===== config.mk =====
export PLATFORM = sky130hd
export DESIGN_NAME = pipe_stage_reg
export DESIGN_NICKNAME = d
export VERILOG_FILES = /design/src/rtl/pipe_stage_reg_pkg.sv /design/src/rtl/pipe_stage_entry.sv /design/src/rtl/pipe_stage_reg.sv
export SDC_FILE = /design/constraint.sdc
export NUM_CORES = 1
export LEC_CHECK = 0
export CAP_MARGIN = 15
export CELL_PAD_IN_SITES_DETAIL_PLACEMENT = 1
export CELL_PAD_IN_SITES_GLOBAL_PLACEMENT = 2
export CORE_MARGIN = 2
export CORE_UTILIZATION = 31
export CTS_CLUSTER_DIAMETER = 80
export DETAILED_ROUTE_END_ITERATION = 6
export DONT_BUFFER_PORTS = 1
export GPL_TIMING_DRIVEN = 0
export PLACE_DENSITY_LB_ADDON = 0.1
export SLEW_MARGIN = 40
export SYNTH_ARGS = -nofsm -noshare
export SYNTH_HDL_FRONTEND = slang
export SYNTH_SLANG_ARGS = --single-unit

===== constraint.sdc =====
create_clock -name CLK -period 19.05 [get_ports CLK]
set_input_delay 4.7625 -clock CLK [delete_from_list [all_inputs] [get_ports CLK]]
set_output_delay 4.7625 -clock CLK [all_outputs]
set_load 0.005 [all_outputs]

===== src/rtl/pipe_stage_reg_pkg.sv =====
// Shared definitions for the generic pipeline stage register:
// writeback-select encodings and default datapath widths.
package pipe_stage_reg_pkg;

    localparam int XLEN   = 32;
    localparam int REG_AW = 5;

    typedef enum logic [1:0] {
        SEL_ALU  = 2'd0,
        SEL_LOAD = 2'd1,
        SEL_PC4  = 2'd2
    } wb_sel_e;

endpackage


===== src/rtl/pipe_stage_entry.sv =====
// One storage slot: a valid bit plus the packed {wen, sel, wa, data} word.
// Clear only drops the valid bit; the word keeps its last contents.
module pipe_stage_entry
    import pipe_stage_reg_pkg::*;
#(
    parameter int W = 104
) (
    input  logic         CLK,
    input  logic         RST,
    input  logic         load,
    input  logic         clear,
    input  logic [W-1:0] d,
    output logic         valid,
    output logic [W-1:0] q
);

    always_ff @(posedge CLK or posedge RST) begin
        if (RST) begin
            valid <= 1'b0;
            q     <= '0;
        end else if (clear) begin
            valid <= 1'b0;
        end else if (load) begin
            valid <= 1'b1;
            q     <= d;
        end
    end

endmodule


===== src/rtl/pipe_stage_reg.sv =====
// Pipeline stage register with valid/ready handshake, synchronous flush and
// an optional 2-entry skid buffer (main entry M, skid entry S, FIFO order).
module pipe_stage_reg
    import pipe_stage_reg_pkg::*;
#(
    parameter int DATA_W = 3 * XLEN,
    parameter int SEL_W  = $bits(wb_sel_e),
    parameter int WA_W   = REG_AW,
    parameter int SKID   = 1
) (
    input  logic              CLK,
    input  logic              RST,
    input  logic              in_valid,
    output logic              in_ready,
    input  logic              in_wen,
    input  logic [SEL_W-1:0]  in_sel,
    input  logic [WA_W-1:0]   in_wa,
    input  logic [DATA_W-1:0] in_data,
    input  logic              flush,
    output logic              out_valid,
    input  logic              out_ready,
    output logic              out_wen,
    output logic [SEL_W-1:0]  out_sel,
    output logic [WA_W-1:0]   out_wa,
    output logic [DATA_W-1:0] out_data,
    output logic [1:0]        occ
);

    localparam int W = 1 + SEL_W + WA_W + DATA_W;

    logic [W-1:0] in_word, m_d, m_q;
    logic         m_vld, s_vld, m_load, m_clr;
    logic         in_xfer, out_xfer;

    assign in_word  = {in_wen, in_sel, in_wa, in_data};
    assign in_xfer  = in_valid & in_ready & ~flush;
    assign out_xfer = m_vld & out_ready;

    assign out_valid = m_vld;
    assign out_wen   = m_q[W-1] & m_vld;
    assign out_sel   = m_q[DATA_W+WA_W +: SEL_W];
    assign out_wa    = m_q[DATA_W +: WA_W];
    assign out_data  = m_q[DATA_W-1:0];
    assign occ       = {1'b0, m_vld} + {1'b0, s_vld};

    pipe_stage_entry #(.W(W)) u_main (
        .CLK   (CLK),
        .RST   (RST),
        .load  (m_load),
        .clear (m_clr),
        .d     (m_d),
        .valid (m_vld),
        .q     (m_q)
    );

    generate
        if (SKID != 0) begin : g_skid
            logic [W-1:0] s_q;
            logic         s_load, s_clr, rdy_q, full_next;

            pipe_stage_entry #(.W(W)) u_skid (
                .CLK   (CLK),
                .RST   (RST),
                .load  (s_load),
                .clear (s_clr),
                .d     (in_word),
                .valid (s_vld),
                .q     (s_q)
            );

            always_comb begin
                m_d    = in_word;
                m_load = 1'b0;
                m_clr  = 1'b0;
                s_load = 1'b0;
                s_clr  = 1'b0;
                if (flush) begin
                    m_clr = 1'b1;
                    s_clr = 1'b1;
                end else if (!m_vld) begin
                    m_load = in_xfer;
                end else if (!s_vld) begin
                    if (in_xfer && out_xfer)  m_load = 1'b1;
                    else if (out_xfer)        m_clr  = 1'b1;
                    else if (in_xfer)         s_load = 1'b1;
                end else if (out_xfer) begin
                    // S drains into M so the older entry always leaves first
                    m_d    = s_q;
                    m_load = 1'b1;
                    s_clr  = 1'b1;
                end
            end

            assign full_next = ~flush & m_vld & ~out_xfer & (s_vld | in_xfer);

            // Registered ready keeps out_ready off the upstream timing path
            always_ff @(posedge CLK or posedge RST) begin
                if (RST) rdy_q <= 1'b1;
                else     rdy_q <= ~full_next;
            end

            assign in_ready = rdy_q | flush;
        end else begin : g_single
            assign s_vld    = 1'b0;
            assign in_ready = ~m_vld | out_ready | flush;

            always_comb begin
                m_d    = in_word;
                m_load = in_xfer;
                m_clr  = flush | (out_xfer & ~in_xfer);
            end
        end
    endgenerate

endmodule

==> qor.yml <==
worst_hold_path:
  holdPathEnd: "g_skid.u_skid.q[57]$_DFFE_PP0P_"
  min_from: "g_skid.u_skid.q[57]$_DFFE_PP0P_"
  hold_depth: 1
  hold_class: "register to register"
floorplanning:
  fp-row-count: 65
  die-width_um: 183
  initial_core_util: 0.314
  coreArea_mm2: 0.0316
  top_level_ports: 217
  die-height_um: 183
  dieArea_mm2: 0.0334
cells_and_area:
  nNetsFinal: 817
  diodes: 0
  syn2layout_area_growth_pct: 14.0
  fillerInstances: 3240
  layout-drive-gt1-share: 0.559
logic_synthesis:
  synth-edff-count: 0
  yosys.area_share.simple: 0.00542
  yosys-top-cells-area: "dfrtp_1 (53%), mux2_2 (26%), mux2_1 (9.8%), buf_4 (8.8%), buf_6 (0.68%)"
  syn-cell-area_mm2: 0.00992
  ys_async_sr_fraction: 1.00
  yosysTopAreaCellShare: 0.530
  synth_xor_area_frac: 0
  synthMuxAreaShare: 0.354
  synth_compound_area_frac: 0.00441
  yosysTopAreaCell: "dfrtp_1"
  syn_nets: 787
  netlist_instances: 677
  synth_most_common_cell: "mux2_2"
  synth_top_family_by_area: "multiplexers"
  ys_top_cells_by_count: "mux2_2 (226), dfrtp_1 (210), buf_4 (116), mux2_1 (86), buf_2 (11)"
  synth_cell_type_count: 24
  synth-main-ff-cell: "dfrtp_1"
  synth_warnings: 0
  ys_ff_latch: 211
  syn_area_per_cell_um2: 14.7
  seq_area_frac_synth: 0.532
  yosys.area_share.adder: 0.00126
placement:
  dp.final_hpwl_mm: 16.2
  globalplace.congestion: 0.723
  port-buffer-count: 0
  post-place-ws_ns: 9.20
critical_path:
  critPathBufInv: 0
  slowest_stage: "or2_2"
  ff2ff_setup_slack_ns: 16.48
  path_delay_family: "simple AND/OR/NAND/NOR gates"
  crit_path_end_kind: "primary output"
  critPathMaxFanout: 6
  r2r-start: "u_main.valid$_DFFE_PP0P_"
  cp-start-kind: "primary input"
  crit_required_ns: 14.29
  timing.rr.end: "u_main.q[3]$_DFFE_PP0P_"
  reg2reg_depth: 6
  slowest_delay_ns: 0.32
  critical_path_class: "primary input to primary output"
  crit_chain: "or2_2"
  critPathArrivalTime_ns: 5.09
grt:
  grt_max_degree: 76
  grt_pass1_wl_mm: 35.3
  overflow: 0
  grt_pass1_vias: 5856
  antenna_found_initial: 0
  grt_usage: 0.136
route:
  firstDrtPassIters: 3
  drt_first_iter_violations: 119
  vias: 5223
  highest_layer: "met4"
  route.detailed.drc: 0
  met1Wirelength_mm: 8.97
  ant_nets: 0
  met2_length_mm: 11.1
  met3_length_mm: 2.10
  wl_mm: 22.7
  wl_per_cell_um: 20.1
  viasPerCell: 4.64
cts:
  hold_buffers: 0
  cts_setup_buffers: 0
  cts-root-buf: "clkbuf_16"
  htree_levels: 1
  cts_resized: 0
  cts_tree: "yes"
  ctsLongestPathBuffers: 3
  clk_latency_ns: 0.52
  cts.sinks: 211
  path_clk_slew_ns: 0.06
  cts_buffers: 26
power:
  p_per_area_mw_per_mm2: 114
  peakVddDrop_v: 0.0000499
  static-leakage-power_nw: 4.92
sta:
  slew_headroom: 0.511
  rsz0062_at_grt: "no"
  fin_skew_ns: 0.00740
  setup_viol: 0
  min_period_over_period: 0.517
  hold_viol_final: 0
  drv_slew: 0
  worst_slack_ns: 9.20
  fin_tns_setup_ns: 0
  period_minus_slack_ns: 9.85
  max_freq_ghz: 0.102
  tightest_slew_ns: 0.727
job:
  drv_cap: 0
run_status:
  outcome: "finished, final reports clean"
## logic make-up (layout without fill, tap and decap cells)
| logic type | count (synthesis) | in the layout |
|---|---|---|
| muxes | 312 | 312 |
| buffers and inverters | 139 | 186 |
| adders and majority gates | 1 | 1 |
| DFF | 211 | 211 |
| AOI/OAI and AO/OA | 6 | 6 |
| and+or+nand+nor | 8 | 8 |
## final cells by class
class,count,area (µm²),share of cell area
Sequential cell,211,5280,0.467
Multi-Input combinational cell,327,3620,0.320
Buffer,137,1010,0.0891
Clock buffer,36,729,0.0645
Tap cell,402,503,0.0445
Clock inverter,9,97.6,0.00863
Timing Repair Buffer,2,55.1,0.00487
Inverter,2,15.0,0.00133
## worst max path at each step
stage / startpoint / endpoint / slack [ns] / cells after the start
6_report: flush / in_ready / 9.20 / 1
5_1_grt: flush / in_ready / 9.20 / 1
4_1_cts: flush / in_ready / 9.20 / 1
3_5_place_dp: flush / in_ready / 9.20 / 1
3_3_place_gp: RST / g_skid.u_skid.q[64]$_DFFE_PP0P_ / 6.18 / 1
2_1_floorplan: RST / g_skid.u_skid.q[0]$_DFFE_PP0P_ / 8.52 / 1
## stage by stage
stage | hold WS, ns | util | total power (W) | instance area, µm² | cells
after floorplan | 0.450 | - | 0.000776 | 9920 | 677
after global placement | 0.460 | 0.330 | 0.000814 | 10400 | 1079
after global routing | 0.505 | 0.359 | 0.00137 | 11300 | 1126
after CTS | 0.481 | 0.359 | 0.00132 | 11300 | 1126
after detailed placement | 0.468 | 0.332 | 0.000831 | 10500 | 1081
final | 0.477 | 0.359 | 0.00129 | 11300 | 1126
## routing by layer
layer,up-vias,track usage
met4,0,0.0378
met5,-,0
met1,2716,0.161
met3,36,0.0512
li1,2324,-
met2,147,0.231
## placed cells by master (no fill, tap or decap)
| cell type | synthesis | layout |
|---|---|---|
| a211oi_1 | 1 | 1 |
| a21oi_1 | 2 | 2 |
| a221oi_2 | 1 | 1 |
| a31oi_1 | 1 | 1 |
| and2_1 | 1 | 1 |
| buf_1 | 1 | 1 |
| buf_16 | 0 | 2 |
| buf_2 | 11 | 11 |
| buf_4 | 116 | 116 |
| buf_6 | 6 | 6 |
| bufinv_16 | 0 | 2 |
| clkbuf_1 | 3 | 10 |
| clkbuf_16 | 0 | 27 |
| clkbuf_8 | 0 | 2 |
| clkinv_2 | 0 | 6 |
| clkinvlp_4 | 0 | 1 |
| dfrtp_1 | 210 | 210 |
| dfstp_2 | 1 | 1 |
| ha_1 | 1 | 1 |
| inv_2 | 1 | 1 |
| inv_8 | 0 | 1 |
| mux2_1 | 86 | 86 |
| mux2_2 | 226 | 226 |
| nand2_1 | 2 | 2 |
| nand2b_1 | 1 | 1 |
| nand4b_1 | 1 | 1 |
| nor4_2 | 1 | 1 |
| o21ai_0 | 1 | 1 |
| or2_2 | 1 | 1 |
| or3_1 | 1 | 1 |
## power breakdown
| group | switching (W) | total, W | internal (W) |
|---|---|---|---|
| Combinational | 0.0000740 | 0.000212 | 0.000138 |
| Sequential | 0.0000507 | 0.000603 | 0.000553 |
| Clock | 0.000183 | 0.000475 | 0.000292 |
| Total | 0.000308 | 0.00129 | 0.000983 |
## sequential cells by signal (all words and copies together) (netlist names)
| register | cells |
|---|---|
| g_skid.rdy_q | 1 |
| g_skid.u_skid.q | 104 |
| g_skid.u_skid.valid | 1 |
| u_main.q | 104 |
| u_main.valid | 1 |
No activity file was read; power rests on OpenSTA's default activity.
